==> src/rtl/trace_dump_controller.sv <==
// trace_dump_controller: records datapath vectors into an external dual-port
// trace buffer and reads them back oldest-first through a valid/ready stream.
//
// Ports
//   clk, rst                 clock, synchronous active-high reset
//   start_tracing            pulse: clear pointers and begin capturing
//   stop_tracing             pulse: end capturing
//   valid_in                 vector to record this cycle (while capturing)
//   dump_start               pulse: read back captured contents
//   tracing                  high while capturing
//   wr_en, wr_addr           memory port A (write)
//   rd_addr, mem_rd_data     memory port B (read, RAM_LATENCY cycles)
//   dump_data, dump_valid    readout stream payload / valid
//   dump_ready               readout stream ready
//   dump_last                remaining count is one (final entry)
//   dump_done                pulse after the dump completes
//   busy                     controller not idle
module trace_dump_controller #(
   parameter int unsigned N           = 8,
   parameter int unsigned DATA_WIDTH  = 32,
   parameter int unsigned TB_SIZE     = 64,
   parameter int unsigned RAM_LATENCY = 1
) (
   input  logic                          clk,
   input  logic                          rst,
   input  logic                          start_tracing,
   input  logic                          stop_tracing,
   input  logic                          valid_in,
   input  logic                          dump_start,
   output logic                          tracing,
   output logic                          wr_en,
   output logic [$clog2(TB_SIZE)-1:0]    wr_addr,
   output logic [$clog2(TB_SIZE)-1:0]    rd_addr,
   input  logic [N*DATA_WIDTH-1:0]       mem_rd_data,
   output logic [N*DATA_WIDTH-1:0]       dump_data,
   output logic                          dump_valid,
   input  logic                          dump_ready,
   output logic                          dump_last,
   output logic                          dump_done,
   output logic                          busy
);

   localparam int unsigned AW = $clog2(TB_SIZE);
   localparam int unsigned CW = AW + 1;
   localparam int unsigned LW = $clog2(RAM_LATENCY + 1);
   localparam int unsigned VW = N * DATA_WIDTH;

   typedef enum logic [2:0] {
      IDLE,
      TRACE,
      RD_ISSUE,
      RD_WAIT,
      OUT
   } state_t;

   state_t        state;
   logic [AW-1:0] wr_ptr;
   logic [AW-1:0] rd_ptr;
   logic          wrapped;
   logic [CW-1:0] remaining;
   logic [LW-1:0] wait_cnt;
   logic [CW-1:0] dump_cnt;
   logic [AW-1:0] dump_base;

   // Once wrapped, the oldest entry sits at wr_ptr and the buffer is full.
   assign dump_cnt  = wrapped ? CW'(TB_SIZE) : {1'b0, wr_ptr};
   assign dump_base = wrapped ? wr_ptr : '0;

   // Write port follows valid_in in the same cycle so no vector is delayed.
   assign wr_en     = (state == TRACE) && valid_in;
   assign wr_addr   = wr_ptr;
   assign rd_addr   = rd_ptr;
   assign tracing   = (state == TRACE);
   assign busy      = (state != IDLE);
   assign dump_last = (remaining == CW'(1));

   // Controller state, pointers and readout registers.
   always_ff @(posedge clk) begin
      if (rst) begin
         state      <= IDLE;
         wr_ptr     <= '0;
         rd_ptr     <= '0;
         wrapped    <= 1'b0;
         remaining  <= '0;
         wait_cnt   <= '0;
         dump_data  <= '0;
         dump_valid <= 1'b0;
         dump_done  <= 1'b0;
      end else begin
         dump_done <= 1'b0;
         case (state)
            IDLE: begin
               // dump_start wins over start_tracing
               if (dump_start) begin
                  if (dump_cnt == '0) begin
                     dump_done <= 1'b1;
                  end else begin
                     rd_ptr    <= dump_base;
                     remaining <= dump_cnt;
                     state     <= RD_ISSUE;
                  end
               end else if (start_tracing) begin
                  wr_ptr  <= '0;
                  wrapped <= 1'b0;
                  state   <= TRACE;
               end
            end
            TRACE: begin
               if (valid_in) begin
                  wr_ptr <= wr_ptr + AW'(1);
                  if (wr_ptr == AW'(TB_SIZE - 1)) wrapped <= 1'b1;
               end
               if (stop_tracing) state <= IDLE;
            end
            RD_ISSUE: begin
               wait_cnt <= LW'(RAM_LATENCY);
               state    <= RD_WAIT;
            end
            RD_WAIT: begin
               if (wait_cnt == LW'(1)) begin
                  dump_data  <= VW'(mem_rd_data);
                  dump_valid <= 1'b1;
                  state      <= OUT;
               end else begin
                  wait_cnt <= wait_cnt - LW'(1);
               end
            end
            OUT: begin
               if (dump_ready) begin
                  dump_valid <= 1'b0;
                  rd_ptr     <= rd_ptr + AW'(1);
                  remaining  <= remaining - CW'(1);
                  if (remaining == CW'(1)) begin
                     dump_done <= 1'b1;
                     state     <= IDLE;
                  end else begin
                     state <= RD_ISSUE;
                  end
               end
            end
            default: state <= IDLE;
         endcase
      end
   end

endmodule

==> config.mk <==
export PLATFORM = sky130hd
export DESIGN_NAME = trace_dump_controller
export DESIGN_NICKNAME = d
export VERILOG_FILES = /design/src/rtl/trace_dump_controller.sv
export SDC_FILE = /design/constraint.sdc
export NUM_CORES = 1
export LEC_CHECK = 0
export ABC_AREA = 1
export CAP_MARGIN = 20
export CORE_AREA = 8 8 204 206
export CTS_CLUSTER_SIZE = 25
export DETAILED_ROUTE_END_ITERATION = 8
export DIE_AREA = 0 0 212 214
export PLACE_DENSITY = 0.74
export SETUP_SLACK_MARGIN = 0.02
export SKIP_LAST_GASP = 1
export SLEW_MARGIN = 15
export SYNTH_ARGS = -nofsm -noshare
export SYNTH_HDL_FRONTEND = slang
export SYNTH_SLANG_ARGS = --single-unit
==> constraint.sdc <==
create_clock -name clk -period 1.33 [get_ports clk]
set_input_delay 0.1995 -clock clk [delete_from_list [all_inputs] [get_ports clk]]
set_output_delay 0.1995 -clock clk [all_outputs]
set_load 0.05 [all_outputs]
==> run metrics, run 1 <==
Total Wirelength 53.8 mm; Worst EP arrival 1.59 ns; RSZ-0062 raised after global routing yes; Site Rows 72; vias after detailed routing 12800; most frequent cells in the layout nand2_1, buf_12, dfxtp_1, nand3_1, clkdlybuf4s50_1; synth warn 0; post-route ant nets 0; GR Layer Usage met2 40.6%; drt via density 5.01; vias in the first global route 13600; starting density of the core 28.1%; ANT cells 0; Clock Tree Buf Depth 3; I/O pin count 537; Seq/Total Area, Yosys 52.5%; post-synth top area share 52.5%; Yosys cell types 26; total track usage 22.5%; placed cells 2420; die area 0.0454 mm^2; drt pass-1 iters 5; Worst R2R Setup Slack -0.42 ns; maximum net fanout on the critical path 5; Hold WC Path Type in -> reg; H-tree levels 1; worst setup path class reg -> out; clk root buf clkbuf_16; max-cap violations 0; Worst-Margin Slew 0.579 ns; clock latency on the worst-skew pair 0.56 ns; Die X 212 um; reg-to-reg endpoint dump_data[38]; GPL Wtd Cong 0.863; cell taking the most area after synthesis dfxtp_1; CTS sink cnt 282; global route overflow 0; skew final 0.0149 ns; Crit path required time 1.13 ns; FF+latch count, synth 282; Hold Crit Depth 3; post-synthesis net count 1671; Place WS -0.311 ns; dpl hpwl 34.3 mm; Final Cycle Share 135%; fin cells 2560; Final Max Tran Viols 0; CTS clk-pin slew, worst paths 0.06 ns; Die Ht 214 um; CTS tree built; met3 global-route usage 6.24%; met1 usage 23.8%; outcome complete, but fails checks; hold_sp rst; leading cell type in the layout, fill and taps excluded nand2_1; CTS buffer count 31; Mapped Area 0.0108 mm^2; Pwr per Cell Area 1090 mW/mm^2; static leakage 8.61 nW; first-pass GRT wire length 81.0 mm; Max Clk Rate 558 MHz; Routed wire per std cell 21.0 um; core area 0.0383 mm^2; I/O Buffers 536; Hold EP dump_data[90]; nets 2291; Post-Synthesis Cells 1404; final setup fails 310; CP Launch Type register; initial antenna violation count 0; # DRC 0; setup slack after layout -0.461 ns; Tmin final 1.79 ns; drt first-iter violations 961; largest cells by area after synthesis dfxtp_1, nand3_1, a21oi_1; crit end category output pin; r2r worst-path depth 10; pin count of the biggest net entering global routing 88; reg2reg start state[1]; Final Hold Viols 0; busiest grt layer met2; slew margin rel. 61.4%; Post-CTS Hold Fix Bufs 0; Max IR drop VDD 0.000880 V; violated checks negative setup slack; area delta synth->final 116%; Avg Inst Size Synth 7.66 um^2; share of post-route cells with drive strength above 1 28.4%
==> Yosys cell counts <==
master / count
o22ai_1: 4
nand4_1: 2
o21ai_0: 17
xor2_1: 2
nand2_1: 324
nand2_2: 1
nor3b_1: 1
inv_2: 1
o31ai_1: 1
buf_1: 3
clkbuf_1: 59
buf_4: 6
ha_1: 4
o21bai_1: 1
o21a_1: 1
buf_2: 53
nor2_1: 50
nand3_1: 283
inv_1: 34
or2_2: 1
o21ai_1: 1
nor2_2: 1
dfxtp_1: 282
a21oi_1: 270
nor2_4: 1
nand3_2: 1
==> critical path, stage by stage, from the launching register on <==
cell and delay [ns]:
dfxtp_4 0.36, buf_12 0.13, nor2_2 0.14, nand2_4 0.10
buf_4 0.16, buf_12 0.14
==> layout make-up <==
class,count,area (um^2)
multi-input combinational,967,4780
sequential,282,5690
clock buffer,49,956
timing repair buffer,707,11000
tap,518,648
inverter,35,151
fill,2845,15100
clock inverter,2,37.5
==> flip-flops by register name (all words and copies together) (netlist names), 3 cells and up <==
name       flops
dump_data    256
wr_addr        6
rd_addr        6
remaining      7
state          3
==> worst max-delay path by stage <==
| stage | from | endpoint |
|---|---|---|
| 2_1_floorplan | state[1] | wr_addr[5] |
| 3_3_place_gp | dump_start | rd_addr[2] |
| 3_5_place_dp | dump_start | remaining[4] |
| 4_1_cts | state[1] | wr_en |
| 5_1_grt | state[1] | wr_en |
| 6_report | state[0] | busy |
==> what timing repair did <==
action | in CTS | in global routing
resized for setup | 123 | 25
endpoints found under the hold margin | 0 | 0
cloned | 42 | 0
setup buffers | 41 | 6
pin swaps | 48 | 30
endpoints found under the setup margin | 487 | 544
==> kinds of logic (layout without fill, tap and decap cells) <==
family | count (synthesis) | after routing | share of synthesized area, %
buffers and inverters | 156 | 793 | 6.27
AOI/OAI and AO/OA | 295 | 295 | 13.8
xor gates and xnor gates | 2 | 2 | 0.163
and+or+nand+nor | 665 | 666 | 26.8
adders and majority gates | 4 | 4 | 0.465
DFF | 282 | 282 | 52.5
==> through the flow <==
step	util, %	TNS, ns	cell area [um^2]	total power [W]	hold WS (ns)
finish	60.6	-89.56	23200	0.0253	0.0755
global route	60.6	-113.58	23200	0.0263	0.0691
CTS	60.2	-83.33	23100	0.0252	0.0536
detailed placement	52.1	-35.65	19900	0.0152	0.488
global placement	52.1	-26.99	19900	0.0151	0.483
floorplan	-	-0.538	10800	0.0121	0.358
==> power by group <==
group	internal (W)	switching, W	total [W]
sequential	0.00874	0.000311	0.00905
clock	0.00505	0.00346	0.00851
combinational	0.00383	0.00395	0.00778
total	0.0176	0.00773	0.0253
==> metal layers <==
metal | part of all wire [%] | vias to the layer above | wire length [um]
met5 | 0 | - | 0
met3 | 8.7 | 139 | 4670
met4 | 4.6 | 0 | 2500
met1 | 35 | 6083 | 19000
li1 | - | 5979 | -
met2 | 51 | 616 | 27600
Note: power is estimated with default switching activity, not from simulation.
==> run 2, diff against run 1 <==
--- a/config.mk
+++ b/config.mk
@@ -5,13 +5,12 @@
 export SDC_FILE = /design/constraint.sdc
 export NUM_CORES = 1
 export LEC_CHECK = 0
-export ABC_AREA = 1
 export CAP_MARGIN = 20
 export CORE_AREA = 8 8 204 206
 export CTS_CLUSTER_SIZE = 25
 export DETAILED_ROUTE_END_ITERATION = 8
 export DIE_AREA = 0 0 212 214
-export PLACE_DENSITY = 0.74
+export PLACE_DENSITY = 0.72
 export SETUP_SLACK_MARGIN = 0.02
 export SKIP_LAST_GASP = 1
 export SLEW_MARGIN = 15
==> run 2 against run 1 <==
The flow still finishes with violations (negative setup slack). Maximum frequency fell by 1.2%. Synthesized area decreased by 5.3%. Worst hold slack improved by 0.15 ns. Routed wire length is 10% higher. Count of clock-buffer cells in the layout is 4 higher. Non-clock buffer count up 51. Core utilization is 5.7 points higher. Combinational power is 67% lower. First-iteration DRC count shrank 19%. Worst setup slack got worse by 0.023 ns. Sequential power down 5.3%. Register-to-register slack got worse by 0.06 ns. Highest routed layer unchanged.
==> run metrics, run 2 <==
first-pass GRT wire length 77.0 mm (-5.0%); post-synthesis simple-gate area fraction 22.9% (-3.9 points); CP Launch Type register; Final Cycle Share 136% (+1.7 points); Reg power frac 40.7% (+5.0 points); maximum net fanout on the critical path 4 (-1); dpl hpwl 33.6 mm (-2.1%); leading cell type in the layout, fill and taps excluded buf_12; initial antenna violation count 1 (+1); RSZ-0062 raised after global routing yes; static leakage 9.93 nW (+15%); setup slack after layout -0.484 ns (-0.0226 ns); CTS sink cnt 282 (unchanged); Yosys cell types 41 (+58%); slew margin rel. 72.9% (+12 points); Mapped Area 0.0102 mm^2 (-5.3%); adder-cell area share of the yosys netlist 0.492% (+0.026 points); Avg Inst Size Synth 7.84 um^2 (+2.3%); Site Rows 72 (unchanged); post-synthesis mux area share 0.295% (+0.29 points); Compound-Gate Fraction of Synth Area 16.2% (+2.4 points); Pwr per Cell Area 829 mW/mm^2 (-24%); CTS buffer count 34 (+9.7%); count leader, synth nand2_1; max-cap violations 0 (unchanged); final setup fails 308 (-0.65%); cell taking the most area after synthesis dfxtp_1; H-tree levels 2 (+1); Worst EP arrival 2.23 ns (+0.64 ns); Total Wirelength 59.2 mm (+10%); worst setup path class reg -> reg; Die Ht 214 um (unchanged); WHS 0.223 ns (+0.148 ns); vias in the first global route 12900 (-5.4%); drt pass-1 iters 5 (unchanged); Hold WC Path Type in -> reg; outcome complete, but fails checks; skew final 0.0181 ns (+0.00316 ns); number of synthesized flops with an enable pin 0 (unchanged); die area 0.0454 mm^2 (unchanged); nets 2262 (-1.3%); CTS tree built; max reg flops 256 (unchanged); global route overflow 0 (unchanged); Final Hold Viols 0 (unchanged); Place WS -0.517 ns (-0.206 ns); asr flop ratio synth 0% (unchanged); drt via density 4.98 (-0.45%); I/O pin count 537 (unchanged); pin count of the biggest net entering global routing 43 (-51%); post-route ant nets 0 (unchanged); core area 0.0383 mm^2 (unchanged); Routed wire per std cell 23.3 um (+11%); area delta synth->final 150%; CTS clk-pin slew, worst paths 0.07 ns (about the same); total track usage 21.6% (-0.85 points); synth warn 0 (unchanged); vias after detailed routing 12700 (-1.3%); # DRC 0 (unchanged); setup TNS -84.57 ns (+4.98 ns); Die X 212 um (unchanged); Worst-Margin Slew 0.404 ns (-0.175 ns); largest cells by area after synthesis dfxtp_1, nand2_1, a21oi_1; placed cells 2364 (-2.3%); FF+latch count, synth 282 (unchanged); Largest Register dump_data; Seq/Total Area, Yosys 55.4% (+3.0 points); drt first-iter violations 780 (-19%); starting density of the core 26.6% (-1.5 points); clk root buf clkbuf_16; final-layout fill cell count 2367 (-17%); sw frac 23.8% (-6.6 points); I/O Buffers 536 (unchanged); share of post-route cells with drive strength above 1 49.4% (+21 points); Synth top cells by count nand2_1, dfxtp_1, a21oi_1, clkbuf_1, buf_2; Regs by FF count dump_data (256), remaining (7); XOR/XNOR share of the synthesized area 0.258% (+0.095 points); clock latency on the worst-skew pair 0.52 ns (-0.04 ns); Max IR drop VDD 0.00119 V (+35%); violated checks negative setup slack; Post-Synthesis Cells 1299 (-7.5%); Final Max Tran Viols 0 (unchanged); Tmin final 1.81 ns (+0.0226 ns); clock share of power 47.0% (+13 points); Max Clk Rate 551 MHz (-1.2%); crit end category register; GPL Wtd Cong 0.870 (+0.79%); Crit path required time 1.75 ns (+0.62 ns); largest family of logic cells by synthesized area simple AND/OR/NAND/NOR gates; post-synthesis net count 1566 (-6.3%); Synth Flop Type dfxtp_1; post-synth top area share 55.4% (+3.0 points); Psw 0.00502 W (-35%); Clock Tree Buf Depth 3 (unchanged); Comb pwr share 12.2% (-19 points); fin cells 2539 (-0.82%); most frequent cells in the layout buf_12, nand2_1, dfxtp_1, clkdlybuf4s50_1, a21oi_2; P_int 0.0160 W (-9.0%)
## run 2: changes by cell type after synthesis, moves of 4 or more
cell      before  now
nand3_1      283   11
nand2_1      324  521
nor2_1        50   20
inv_1         34    6
buf_2         53   33
nor3b_1        1   10
buf_4          6    0
and2_1         0    5
and3_1         0    5
a31oi_1        0    4
clkbuf_1      59   63
o22ai_1        4    0
or3_1          0    4
## run 2: kinds of logic after synthesis
kind of cell	count (synthesis)
simple gates	589
flops	282
buf+inv	104
fa+ha+maj	4
compound gates	314
mux	3
xor+xnor	3
## run 2: final cells by class
type                       count  area, um^2  area share [%]
clock inverter                 8         118           0.463
tap                          518         648            2.55
inverter                       6        22.5          0.0886
multi-input combinational    913        6390            25.1
clock buffer                  53        1070            4.20
timing repair buffer         758       11500            45.2
sequential                   282        5680            22.4
antenna                        1        2.50         0.00985
## run 2: power by group through the flow
stage	combinational, W	sequential [W]	clock, W
after floorplan	0.000416	0.00890	0
after detailed placement	0.00194	0.00875	0
after global routing	0.00268	0.00857	0.0104
after CTS	0.00226	0.00856	0.00996
after global placement	0.00191	0.00875	0
final	0.00258	0.00857	0.00990
## run 2: final timing paths
check	startpoint	end	slack [ns]	cells after the start
setup / recovery	state[0]	rd_addr[0]	-0.48	6
hold / removal	mem_rd_data[90]	dump_data[90]	0.22	3
setup reg to reg	state[0]	rd_addr[0]	-0.48	6
hold reg to reg	dump_data[19]	dump_data[19]	0.49	2
## run 2: worst max-delay path, stage by stage (launching register included)
cell and delay, ns:
dfxtp_2 0.34, buf_12 0.13, buf_6 0.11, buf_6 0.12, a2111o_1 0.41, or3_1 0.37
a31oi_1 0.24
## run 2: timing repair
action                                  in CTS  in global routing
endpoints found under the setup margin     316                344
pin swaps                                   52                277
buffers inserted                            57                 22
hold buffers                                 1                  0
hold endpoints to repair                     7                  0
resized for setup                          179                565
cloned                                      34                 20
## run 2: routing by layer
layer  routed length (um)  vias to the layer above  global-route usage [%]  share of wire, %
li1                     -                     5681                       -                 -
met1                19900                     6145                    21.9                34
met2                31900                      651                    40.6                54
met3                 4800                      178                    6.65               8.1
met4                 2560                        0                    8.43               4.3
met5                    0                        -                       0                 0
## run 2: per-stage QoR
step                power [W]  util [%]  cell area [um^2]
floorplan             0.00931         -             10400
global placement       0.0107      52.0             19900
detailed placement     0.0107      52.0             19900
CTS                    0.0208      60.4             23100
global route           0.0216      66.4             25400
finish                 0.0211      66.4             25400
